<file path="config.mk">
export PLATFORM = sky130hd
export DESIGN_NAME = button_debounce
export DESIGN_NICKNAME = d
export VERILOG_FILES = /design/src/rtl/button_debounce.sv
export SDC_FILE = /design/constraint.sdc
export NUM_CORES = 1
export LEC_CHECK = 0
export BUFFER_PORTS_ARGS = -buffer_cell sky130_fd_sc_hd__buf_2
export CAP_MARGIN = 20
export CORE_UTILIZATION = 25
export DETAILED_ROUTE_END_ITERATION = 16
export GPL_TIMING_DRIVEN = 0
export PLACE_DENSITY = 0.44
export SYNTH_ARGS = -nofsm -noshare
export SYNTH_HDL_FRONTEND = slang
export SYNTH_SLANG_ARGS = --single-unit
</file>
<file path="constraint.sdc">
create_clock -name clk_in -period 3.3 [get_ports clk_in]
set_input_delay 0.33 -clock clk_in [delete_from_list [all_inputs] [get_ports clk_in]]
set_output_delay 0.33 -clock clk_in [all_outputs]
set_load 0.02 [all_outputs]
</file>
<file path="src/rtl/button_debounce.sv">
// button_debounce
// Takes a raw, bouncy GPIO button and produces a clean pressed level, one-cycle
// press, release and long-press strobes, and a running count of presses.
//
// Ports
//   clk_in        in   1  system clock, every register updates on its rising edge
//   reset         in   1  synchronous active-high reset
//   btn_pin       in   1  raw asynchronous button pin (polarity set by ACTIVE_LOW)
//   btn_level     out  1  debounced state, 1 = pressed
//   press_pulse   out  1  one-cycle strobe when a press is accepted
//   release_pulse out  1  one-cycle strobe when a release is accepted
//   long_pulse    out  1  one-cycle strobe when a hold lasts LONG_CYCLES
//   press_count   out  8  number of accepted presses, wraps modulo 256
//
// state        | meaning
// RELEASED     | debounced level is released, waiting for an active sample
// WAIT_PRESS   | candidate press, counting consecutive active samples
// PRESSED      | debounced level is pressed, hold timer running
// WAIT_RELEASE | candidate release, counting consecutive inactive samples

module button_debounce #(
    parameter int unsigned DEBOUNCE_CYCLES = 1000000,
    parameter int unsigned LONG_CYCLES     = 100000000,
    parameter bit          ACTIVE_LOW      = 1'b1
) (
    input  logic       clk_in,
    input  logic       reset,
    input  logic       btn_pin,
    output logic       btn_level,
    output logic       press_pulse,
    output logic       release_pulse,
    output logic       long_pulse,
    output logic [7:0] press_count
);

    typedef enum logic [1:0] {
        RELEASED     = 2'd0,
        WAIT_PRESS   = 2'd1,
        PRESSED      = 2'd2,
        WAIT_RELEASE = 2'd3
    } state_t;

    localparam logic [31:0] DEB_LAST  = 32'(DEBOUNCE_CYCLES - 1);
    localparam logic [31:0] HOLD_LAST = 32'(LONG_CYCLES - 1);

    logic        sync_1;
    logic        sync_2;
    logic        btn_sync;

    state_t      state;
    state_t      state_nxt;
    logic [31:0] deb_cnt;
    logic [31:0] deb_nxt;
    logic [31:0] hold_cnt;
    logic [31:0] hold_nxt;
    logic [31:0] hold_step;
    logic        long_done;
    logic        long_done_nxt;
    logic        level_nxt;
    logic        press_nxt;
    logic        release_nxt;
    logic        long_nxt;
    logic [7:0]  count_nxt;

    // Two-flop synchronizer; reset parks both stages at the idle pin level so
    // leaving reset never looks like an edge.
    always_ff @(posedge clk_in) begin
        if (reset) begin
            sync_1 <= ACTIVE_LOW;
            sync_2 <= ACTIVE_LOW;
        end else begin
            sync_1 <= btn_pin;
            sync_2 <= sync_1;
        end
    end

    assign btn_sync = sync_2 ^ ACTIVE_LOW;

    always_ff @(posedge clk_in) begin
        if (reset) begin
            state         <= RELEASED;
            deb_cnt       <= '0;
            hold_cnt      <= '0;
            long_done     <= 1'b0;
            btn_level     <= 1'b0;
            press_pulse   <= 1'b0;
            release_pulse <= 1'b0;
            long_pulse    <= 1'b0;
            press_count   <= '0;
        end else begin
            state         <= state_nxt;
            deb_cnt       <= deb_nxt;
            hold_cnt      <= hold_nxt;
            long_done     <= long_done_nxt;
            btn_level     <= level_nxt;
            press_pulse   <= press_nxt;
            release_pulse <= release_nxt;
            long_pulse    <= long_nxt;
            press_count   <= count_nxt;
        end
    end

    // Saturating hold timer step; it never wraps, so a very long hold cannot
    // produce a second long_pulse.
    assign hold_step = (hold_cnt < HOLD_LAST) ? hold_cnt + 32'd1 : hold_cnt;

    always_comb begin
        state_nxt     = state;
        deb_nxt       = deb_cnt;
        hold_nxt      = hold_cnt;
        long_done_nxt = long_done;
        level_nxt     = btn_level;
        press_nxt     = 1'b0;
        release_nxt   = 1'b0;
        long_nxt      = 1'b0;
        count_nxt     = press_count;

        // Hold timing keeps running through release bounce (WAIT_RELEASE), and
        // a long press may land on the same edge as the accepted release.
        if (state == PRESSED || state == WAIT_RELEASE) begin
            hold_nxt = hold_step;
            if (hold_step == HOLD_LAST && !long_done) begin
                long_nxt      = 1'b1;
                long_done_nxt = 1'b1;
            end
        end

        case (state)
            RELEASED: begin
                if (btn_sync) begin
                    state_nxt = WAIT_PRESS;
                    deb_nxt   = '0;
                end
            end
            WAIT_PRESS: begin
                if (!btn_sync) begin
                    state_nxt = RELEASED;
                end else if (deb_cnt == DEB_LAST) begin
                    state_nxt     = PRESSED;
                    level_nxt     = 1'b1;
                    press_nxt     = 1'b1;
                    count_nxt     = press_count + 8'd1;
                    hold_nxt      = '0;
                    long_done_nxt = 1'b0;
                end else begin
                    deb_nxt = deb_cnt + 32'd1;
                end
            end
            PRESSED: begin
                if (!btn_sync) begin
                    state_nxt = WAIT_RELEASE;
                    deb_nxt   = '0;
                end
            end
            WAIT_RELEASE: begin
                if (btn_sync) begin
                    state_nxt = PRESSED;
                end else if (deb_cnt == DEB_LAST) begin
                    state_nxt   = RELEASED;
                    level_nxt   = 1'b0;
                    release_nxt = 1'b1;
                end else begin
                    deb_nxt = deb_cnt + 32'd1;
                end
            end
            default: begin
                state_nxt = RELEASED;
            end
        endcase
    end

endmodule

</file>
Word level (Yosys, flattened, before mapping). Index checks and enable logic that the tools add are counted.

Register bits after elaboration: 81. Input port bits: 3. Output and inout port bits: 12. Word-level logic and storage cells: 74.

Add/subtract/negate cells: 3. Magnitude comparators: 1. Equality and inequality tests: 13. Multiplexer cells: 30. Bitwise gates (word level): 4. Reduce and logical (&&, ||, !) cells: 12.

Operator list (count): 32-bit 2-to-1 mux (10); 32-bit case mux with 4 select lines (1); 32-bit by 1-bit adder with 32-bit output (second input constant) (2); 32-bit by 20-bit equality test with 1-bit output (second input constant) (1); 32-bit by 27-bit equality test with 1-bit output (second input constant) (1); 32-bit by 27-bit less-than comparator with 1-bit output (second input constant) (1); 2-bit 2-to-1 mux (6); 1-bit 2-to-1 mux (11); 2-bit inequality test (second input constant) (5); 8-bit by 1-bit adder with 8-bit output (second input constant) (1); 2-bit case mux with 4 select lines (1); 4-bit AND reduction (2); 3-bit OR reduction (2); 5-bit AND reduction (1); 2-bit equality test (second input constant) (2); 1-bit NOT (4); 3-bit by 2-bit inequality test with 1-bit output (second input constant) (1); 3-bit inequality test (second input constant) (1); 3-bit AND reduction (1); 2-bit by 1-bit equality test with 1-bit output (second input constant) (1); 2-bit logical NOT (1); 2-bit by 1-bit inequality test with 1-bit output (second input constant) (1); 1-bit case mux with 2 select lines (1); 2-bit nonzero test (1); 4 further kinds (4).

Depth between registers and ports, before layout. Gate-level depths: netlist (run 1).

Depth after elaboration: 9. Mapped depth: 10. Gate-level depth less buffers: 9.

Least setup slack after synthesis (run 1). Ideal clock, no wire load.

Kind: flip-flop to flip-flop. Start: register deb_cnt[27]. End: register press_count[5]. Library setup time: 0.114 ns. Arrival: 2.669 ns. Data required time: 3.186 ns. Setup slack: 0.517 ns. Stages on the path, launching flop included: 9. Path buffers: 0. Clock period less this slack: 2.783 ns. Path through: dfxtp_1 > or4_1 > or4_4 > or4_4 > nor3_4 > and4_4 > nand3_1 > xor2_1 > nor2_1.

Longest elaborated chain between the ends: 2.

RTL lines: from (decl) (line 52) `logic [31:0] deb_cnt;`; from (signal assigned) (line 92) `deb_cnt <= deb_nxt;`; 32-bit by 20-bit equality test with 1-bit output (line 138) `end else if (deb_cnt == DEB_LAST) begin`; 3-bit AND reduction (no line); to (signal assigned) (line 99) `press_count <= count_nxt;`; to (decl) (line 33) `output logic [7:0] press_count`.

No other way between the ends. A chain may end at the register's enable or synchronous reset.

Worst setup path in the final report (run 1).
Start: register deb_cnt[27]. End: register press_count[6].

Same word-level chain as after synthesis.

==> impl_metrics.py, run 1 <==
metrics = {
    "cells_and_area": {
        "drive_gt1_share_pct": 10.7,
        "syn_to_final_growth_pct": 17.7,
        "top_regs": "deb_cnt (32), hold_cnt (32), press_count (8)",
        "nNetsFinal": 516,
        "fill_cells": 1639,
        "diodes": 0,
    },
    "synth": {
        "synth-seq-cells": 81,
        "ys_seq_area_share_pct": 41.3,
        "synth_xor_area_share_pct": 13.4,
        "syn_inst": 481,
        "yosys.area.top_type_share_pct": 41.3,
        "synth_edf_count": 0,
        "synthAdderAreaFrac_pct": 0.956,
        "synth_top_family_by_area": "simple AND/OR/NAND/NOR gates",
        "synth_area_leaders": "dfxtp_1 41%, xor2_1 8.3%, nor2_1 8.1%, xnor2_1 5.1%, nand2_1 4.7%",
        "synthTopCellsByCount": "85 x nor2_1, 81 x dfxtp_1, 49 x nand2_1, 37 x xor2_1, 36 x nand3_1",
        "yosys.area_share.simple_pct": 33.2,
        "synth_area_per_cell_sq_um": 8.16,
        "synth_top_flop_cell": "dfxtp_1",
        "synth_area_sq_mm": 0.00393,
        "postSynthNetCount": 487,
        "yosys.area.top_type": "dfxtp_1",
        "synth-compound-area-share_pct": 6.60,
        "async_flop_share_pct": 0,
        "synth_mux_area_share_pct": 0.797,
        "yosysMostFrequentCell": "nor2_1",
        "yosys_warnings": 0,
        "ys_types": 49,
    },
    "global_routing": {
        "grt_pass1_wl_mm": 15.2,
        "grt_max_degree": 14,
        "grt_overflow": 0,
        "grt_pass1_vias": 3045,
        "antenna_found_initial": 0,
        "grt_usage_pct": 12.0,
    },
    "power_and_ir_drop": {
        "p_clk_share_pct": 50.3,
        "p_leak_nw": 1.58,
        "pwr-share-seq_pct": 48.0,
        "design_power_total_mw": 2.05,
        "switching_share_pct": 21.0,
        "peakVddDrop_v": 0.000219,
        "p_switching_uw": 430,
        "pwr-share-comb_pct": 1.8,
        "internal_power_mw": 1.62,
        "power.density_mw_per_mm2": 443,
    },
    "cts": {
        "clk_latency_ps": 350,
        "cts_root_buf": "clkbuf_16",
        "clkTransAtPathRegs_ps": 60,
        "holdBufCountCts": 0,
        "cts.sinks": 81,
        "cts_buffers": 9,
        "htree_num_levels": 3,
        "cts_tree": "done",
        "cts_buffer_depth": 2,
    },
    "placed_design": {
        "post-dp-hpwl_mm": 6.60,
        "gp_congestion": 0.819,
        "port_buffers": 14,
    },
    "floorplanning": {
        "die_y_microns": 127,
        "io_pins": 15,
        "initial_core_util_pct": 25.7,
        "std_cell_rows": 45,
        "die-width_microns": 127,
        "fp.dieArea_sq_mm": 0.0162,
        "core-area_sq_mm": 0.0153,
    },
    "critical_path": {
        "cp_data_arrival_time_ps": 3270,
        "cp-end-kind": "flop",
        "setup.worst_path.start_class": "flop",
        "crit_fanout": 7,
        "path_class": "reg2reg",
        "required_ps": 3540,
    },
    "timing": {
        "maxSlewHeadroom_pct": 54.9,
        "fmax_ghz": 0.331,
        "clock_skew_ps": 6.55,
        "timing.final.max_slew_violations": 0,
        "hold_viol": 0,
        "layout_min_cycle_time_ps": 3020,
        "worst_pin_slew_ps": 667,
        "fin_crit_sh_pct": 91.6,
        "setup_viol": 0,
        "fin_setup_tns_ps": 0,
    },
    "drt": {
        "vias": 3308,
        "routedWlPerCell_microns": 12.5,
        "routed_wirelength_mm": 9.08,
        "drt_first_pass_iters": 4,
        "routed_via_density": 4.56,
        "drc": 0,
        "antenna_left": 0,
        "drt_iter0_markers": 154,
    },
    "outcome": {
        "status": "finished clean",
    },
    "min_path": {
        "hold_class": "in2reg",
    },
    "flow_run": {
        "max_cap_violations": 0,
    },
}
## layout make-up
type / instances / area, sq um / share of cell area (%)
flip-flops and latches: 81 / 1620 / 35.1
plain buffers: 23 / 119 / 2.57
clock inverters: 4 / 51.3 / 1.11
well taps: 211 / 264 / 5.71
repair buffers: 18 / 100 / 2.17
clock buffers: 12 / 256 / 5.55
multi-input cells: 369 / 2180 / 47.2
inverters: 8 / 30.0 / 0.650
## power by group through the flow
stage / Combinational (mW) / Sequential (mW) / Clock, mW
6_report: 0.0364 / 0.982 / 1.03
5_1_grt: 0.0413 / 0.982 / 1.10
4_1_cts: 0.0381 / 0.982 / 1.06
3_5_place_dp: 0.0380 / 1.00 / 0
3_3_place_gp: 0.0373 / 1.00 / 0
2_1_floorplan: 0.0232 / 1.01 / 0
## repair_timing
action | 4_1_cts | 5_1_grt
cloned | 0 | 0
endpoints found under the setup margin | 2 | 10
pin swaps | 0 | 1
gates resized for setup | 1 | 4
setup buffers | 0 | 4
## through the flow
step	instances	hold slack, ps	utilization [%]	worst slack, ps	instance area (sq um)
2_1_floorplan	481	389	-	517	3930
3_3_place_gp	706	404	27.9	-43.9	4260
3_5_place_dp	706	400	27.9	-66.0	4260
4_1_cts	722	165	30.0	130	4570
5_1_grt	726	176	30.3	-34.2	4620
6_report	726	181	30.3	276	4620
## critical path, cell delays in order (launching register included)
cell and delay (ps):
dfxtp_1 350, or4_1 570, or4_4 520, or4_4 570, nor3_4 210, buf_4 170
and4_4 240, nand3_1 90, xor2_1 150, nor2_1 60
## path summary, 6_finish.rpt
kind                                  start             end  slack, ps  cells past startpoint
worst min register to register       sync_1          sync_2        410                      1
worst max-delay path            deb_cnt[27]  press_count[6]        280                      9
worst min-delay path                btn_pin          sync_1        180                      2
worst max register to register  deb_cnt[27]  press_count[6]        280                      9
## routing by layer
layer | part of all wire (%) | vias up | wire length, microns | track usage, %
met4 | 2.0 | 0 | 177 | 5.46
met2 | 42 | 49 | 3810 | 17.8
met3 | 4.2 | 13 | 378 | 2.89
met1 | 52 | 1538 | 4710 | 16.5
met5 | 0 | - | 0 | 0
li1 | - | 1708 | - | -
## placed cells by master (no fill, tap or decap), drive strengths merged, types with 2 or more instances in the layout
master	instances
or2	5
nand3	36
clkinv	2
a21oi	15
ha	3
nor3b	3
a21o	2
dfxtp	81
nand4	11
nand2	49
xor2	37
and4	8
or3	8
nor2b	3
nor2	85
or4	6
o31ai	2
clkbuf	30
and3	11
mux2i	2
nor3	11
a31oi	3
inv	8
buf	23
xnor2	23
and2	7
nor4	13
o21ai	12
## cells by family after synthesis
family	Yosys count
adders and majority gates	3
and+or+nand+nor	261
DFF	81
AOI/OAI and AO/OA	42
muxes	3
xor gates and xnor gates	60
buffers and inverters	31
No activity file was read; power rests on OpenSTA's default activity.
==> run 2, diff against run 1 <==
Settings changed: CELL_PAD_IN_SITES_DETAIL_PLACEMENT from default to 1, CELL_PAD_IN_SITES_GLOBAL_PLACEMENT from default to 2, CORE_UTILIZATION 25 to 30, PLACE_DENSITY 0.44 to 0.7.
==> run 2 against run 1 <==
- cell count fell by 5.5%
- register-to-register slack got worse by 30 ps
- combinational power increased by 1%
- via count up 0.91%
- critical path type unchanged
- global-route usage is 4.2 points higher
- total power rose by 5.9%
- first-iteration DRC count fell by 25%
==> impl_metrics.py, run 2 (synthesized netlist as in run 1, its figures left out) <==
metrics = {
    "outcome": {
        "status": "finished clean",
    },
    "global_routing": {
        "grt_pass1_wl_mm": 16.8,
        "grt_max_degree": 15,
        "antenna_found_initial": 0,
        "grt_pass1_vias": 3391,
        "grt_usage_pct": 16.2,
        "grt_overflow": 0,
    },
    "floorplanning": {
        "fp.dieArea_sq_mm": 0.0135,
        "std_cell_rows": 41,
        "core-area_sq_mm": 0.0127,
        "die-width_microns": 116,
        "die_y_microns": 116,
        "io_pins": 15,
        "initial_core_util_pct": 31.0,
    },
    "timing": {
        "layout_min_cycle_time_ps": 3050,
        "setup_viol": 0,
        "rsz0062_at_grt": "false",
        "worst_pin_slew_ps": 758,
        "fmax_ghz": 0.327,
        "clock_skew_ps": 8.05,
        "setup_ws_ps": 246,
        "maxSlewHeadroom_pct": 49.0,
        "timing.final.max_slew_violations": 0,
        "hold_viol": 0,
        "fin_crit_sh_pct": 92.6,
    },
    "drt": {
        "drc": 0,
        "vias": 3338,
        "routed_via_density": 4.87,
        "routedWlPerCell_microns": 14.7,
        "antenna_left": 0,
        "m1WireLength_mm": 5.06,
        "wl_met3_microns": 179,
        "dr_wl_met2_mm": 4.67,
        "routed_wirelength_mm": 10.1,
        "dr.max_layer_used": "met4",
        "drt_first_pass_iters": 4,
        "drt_iter0_markers": 115,
    },
    "cells_and_area": {
        "utilization_pct": 36.4,
        "top_regs": "deb_cnt (32), hold_cnt (32), press_count (8)",
        "fin_area_sq_mm": 0.00461,
        "nNetsFinal": 515,
        "layout_commonest_cell": "nor2_1",
        "mostFrequentLayoutCells": "85 x nor2_1, 81 x dfxtp_1, 49 x nand2_1",
        "drive_gt1_share_pct": 11.1,
        "syn_to_final_growth_pct": 17.4,
        "diodes": 0,
        "fill_cells": 1526,
        "instances_no_fill": 686,
    },
    "power_and_ir_drop": {
        "pwr-share-seq_pct": 45.3,
        "p_switching_uw": 468,
        "switching_share_pct": 21.6,
        "p_clk_share_pct": 53.0,
        "pwr-share-comb_pct": 1.7,
        "power.density_mw_per_mm2": 471,
        "p_leak_nw": 1.59,
        "internal_power_mw": 1.70,
        "peakVddDrop_v": 0.000231,
        "design_power_total_mw": 2.17,
    },
    "cts": {
        "clkTransAtPathRegs_ps": 70,
        "clk_latency_ps": 350,
        "cts_buffers": 9,
        "holdBufCountCts": 0,
        "cts_buffer_depth": 2,
        "cts_root_buf": "clkbuf_16",
        "cts.sinks": 81,
        "cts_tree": "done",
        "htree_num_levels": 3,
    },
    "critical_path": {
        "worstRegToRegCells": 9,
        "setup.worst_path.start_class": "flop",
        "cp-end-kind": "flop",
        "cp_data_arrival_time_ps": 3290,
        "crit_fanout": 5,
        "required_ps": 3540,
        "path_class": "reg2reg",
    },
    "min_path": {
        "hold_class": "in2reg",
        "holdPathStages": 2,
    },
    "placed_design": {
        "gp_congestion": 0.758,
        "place_inst": 667,
        "post-dp-hpwl_mm": 7.32,
        "place_ws_ps": -215,
        "placed_area_sq_mm": 0.00421,
        "port_buffers": 14,
    },
    "flow_run": {
        "max_cap_violations": 0,
    },
}
-- run 2: critical path, stage by stage (launching register included) --
cell	delay (ps)
dfxtp_1	350
or4_1	590
or4_4	520
or4_4	580
nor3_4	200
buf_4	160
and4_4	240
nand3_1	90
xor2_1	170
nor2_1	50
-- run 2: cell type report --
type,instances,area (sq um),area share [%]
Multi-Input combinational cell,369,2190,47.6
Sequential cell,81,1620,35.2
Tap cell,172,215,4.67
Clock inverter,5,86.3,1.87
Clock buffer,11,253,5.48
Buffer,23,119,2.58
Timing Repair Buffer,17,92.6,2.01
Inverter,8,30.0,0.651
-- run 2: timing repair --
action,CTS,global route
setup buffers,0,3
setup endpoints to repair,3,19
pin swaps,0,1
gates resized for setup,1,6
-- run 2: path summary, 6_finish.rpt --
| check | startpoint | to | slack, ps |
|---|---|---|---|
| max reg2reg | deb_cnt[27] | press_count[5] | 250 |
| min | btn_pin | sync_1 | 170 |
| max | deb_cnt[27] | press_count[5] | 250 |
| min reg2reg | sync_1 | sync_2 | 420 |
-- run 2: power by group through the flow --
stage	Clock (mW)	Sequential, mW	Combinational (mW)
after global placement	0	1.00	0.0373
after detailed placement	0	1.00	0.0382
after CTS	1.18	0.982	0.0386
final	1.15	0.982	0.0369
after floorplan	0	1.01	0.0232
after global routing	1.23	0.982	0.0421
-- run 2: routing by layer --
metal	global-route usage, %	vias to the layer above
met3	2.65	14
li1	-	1700
met1	20.9	1600
met4	6.92	0
met2	26.7	24
met5	0	-
-- run 2: stage by stage --
stage,TNS (ps),hold slack (ps)
final,0,170
after global routing,0,169
after CTS,0,161
after detailed placement,-444,414
after global placement,-336,391
after floorplan,0,389
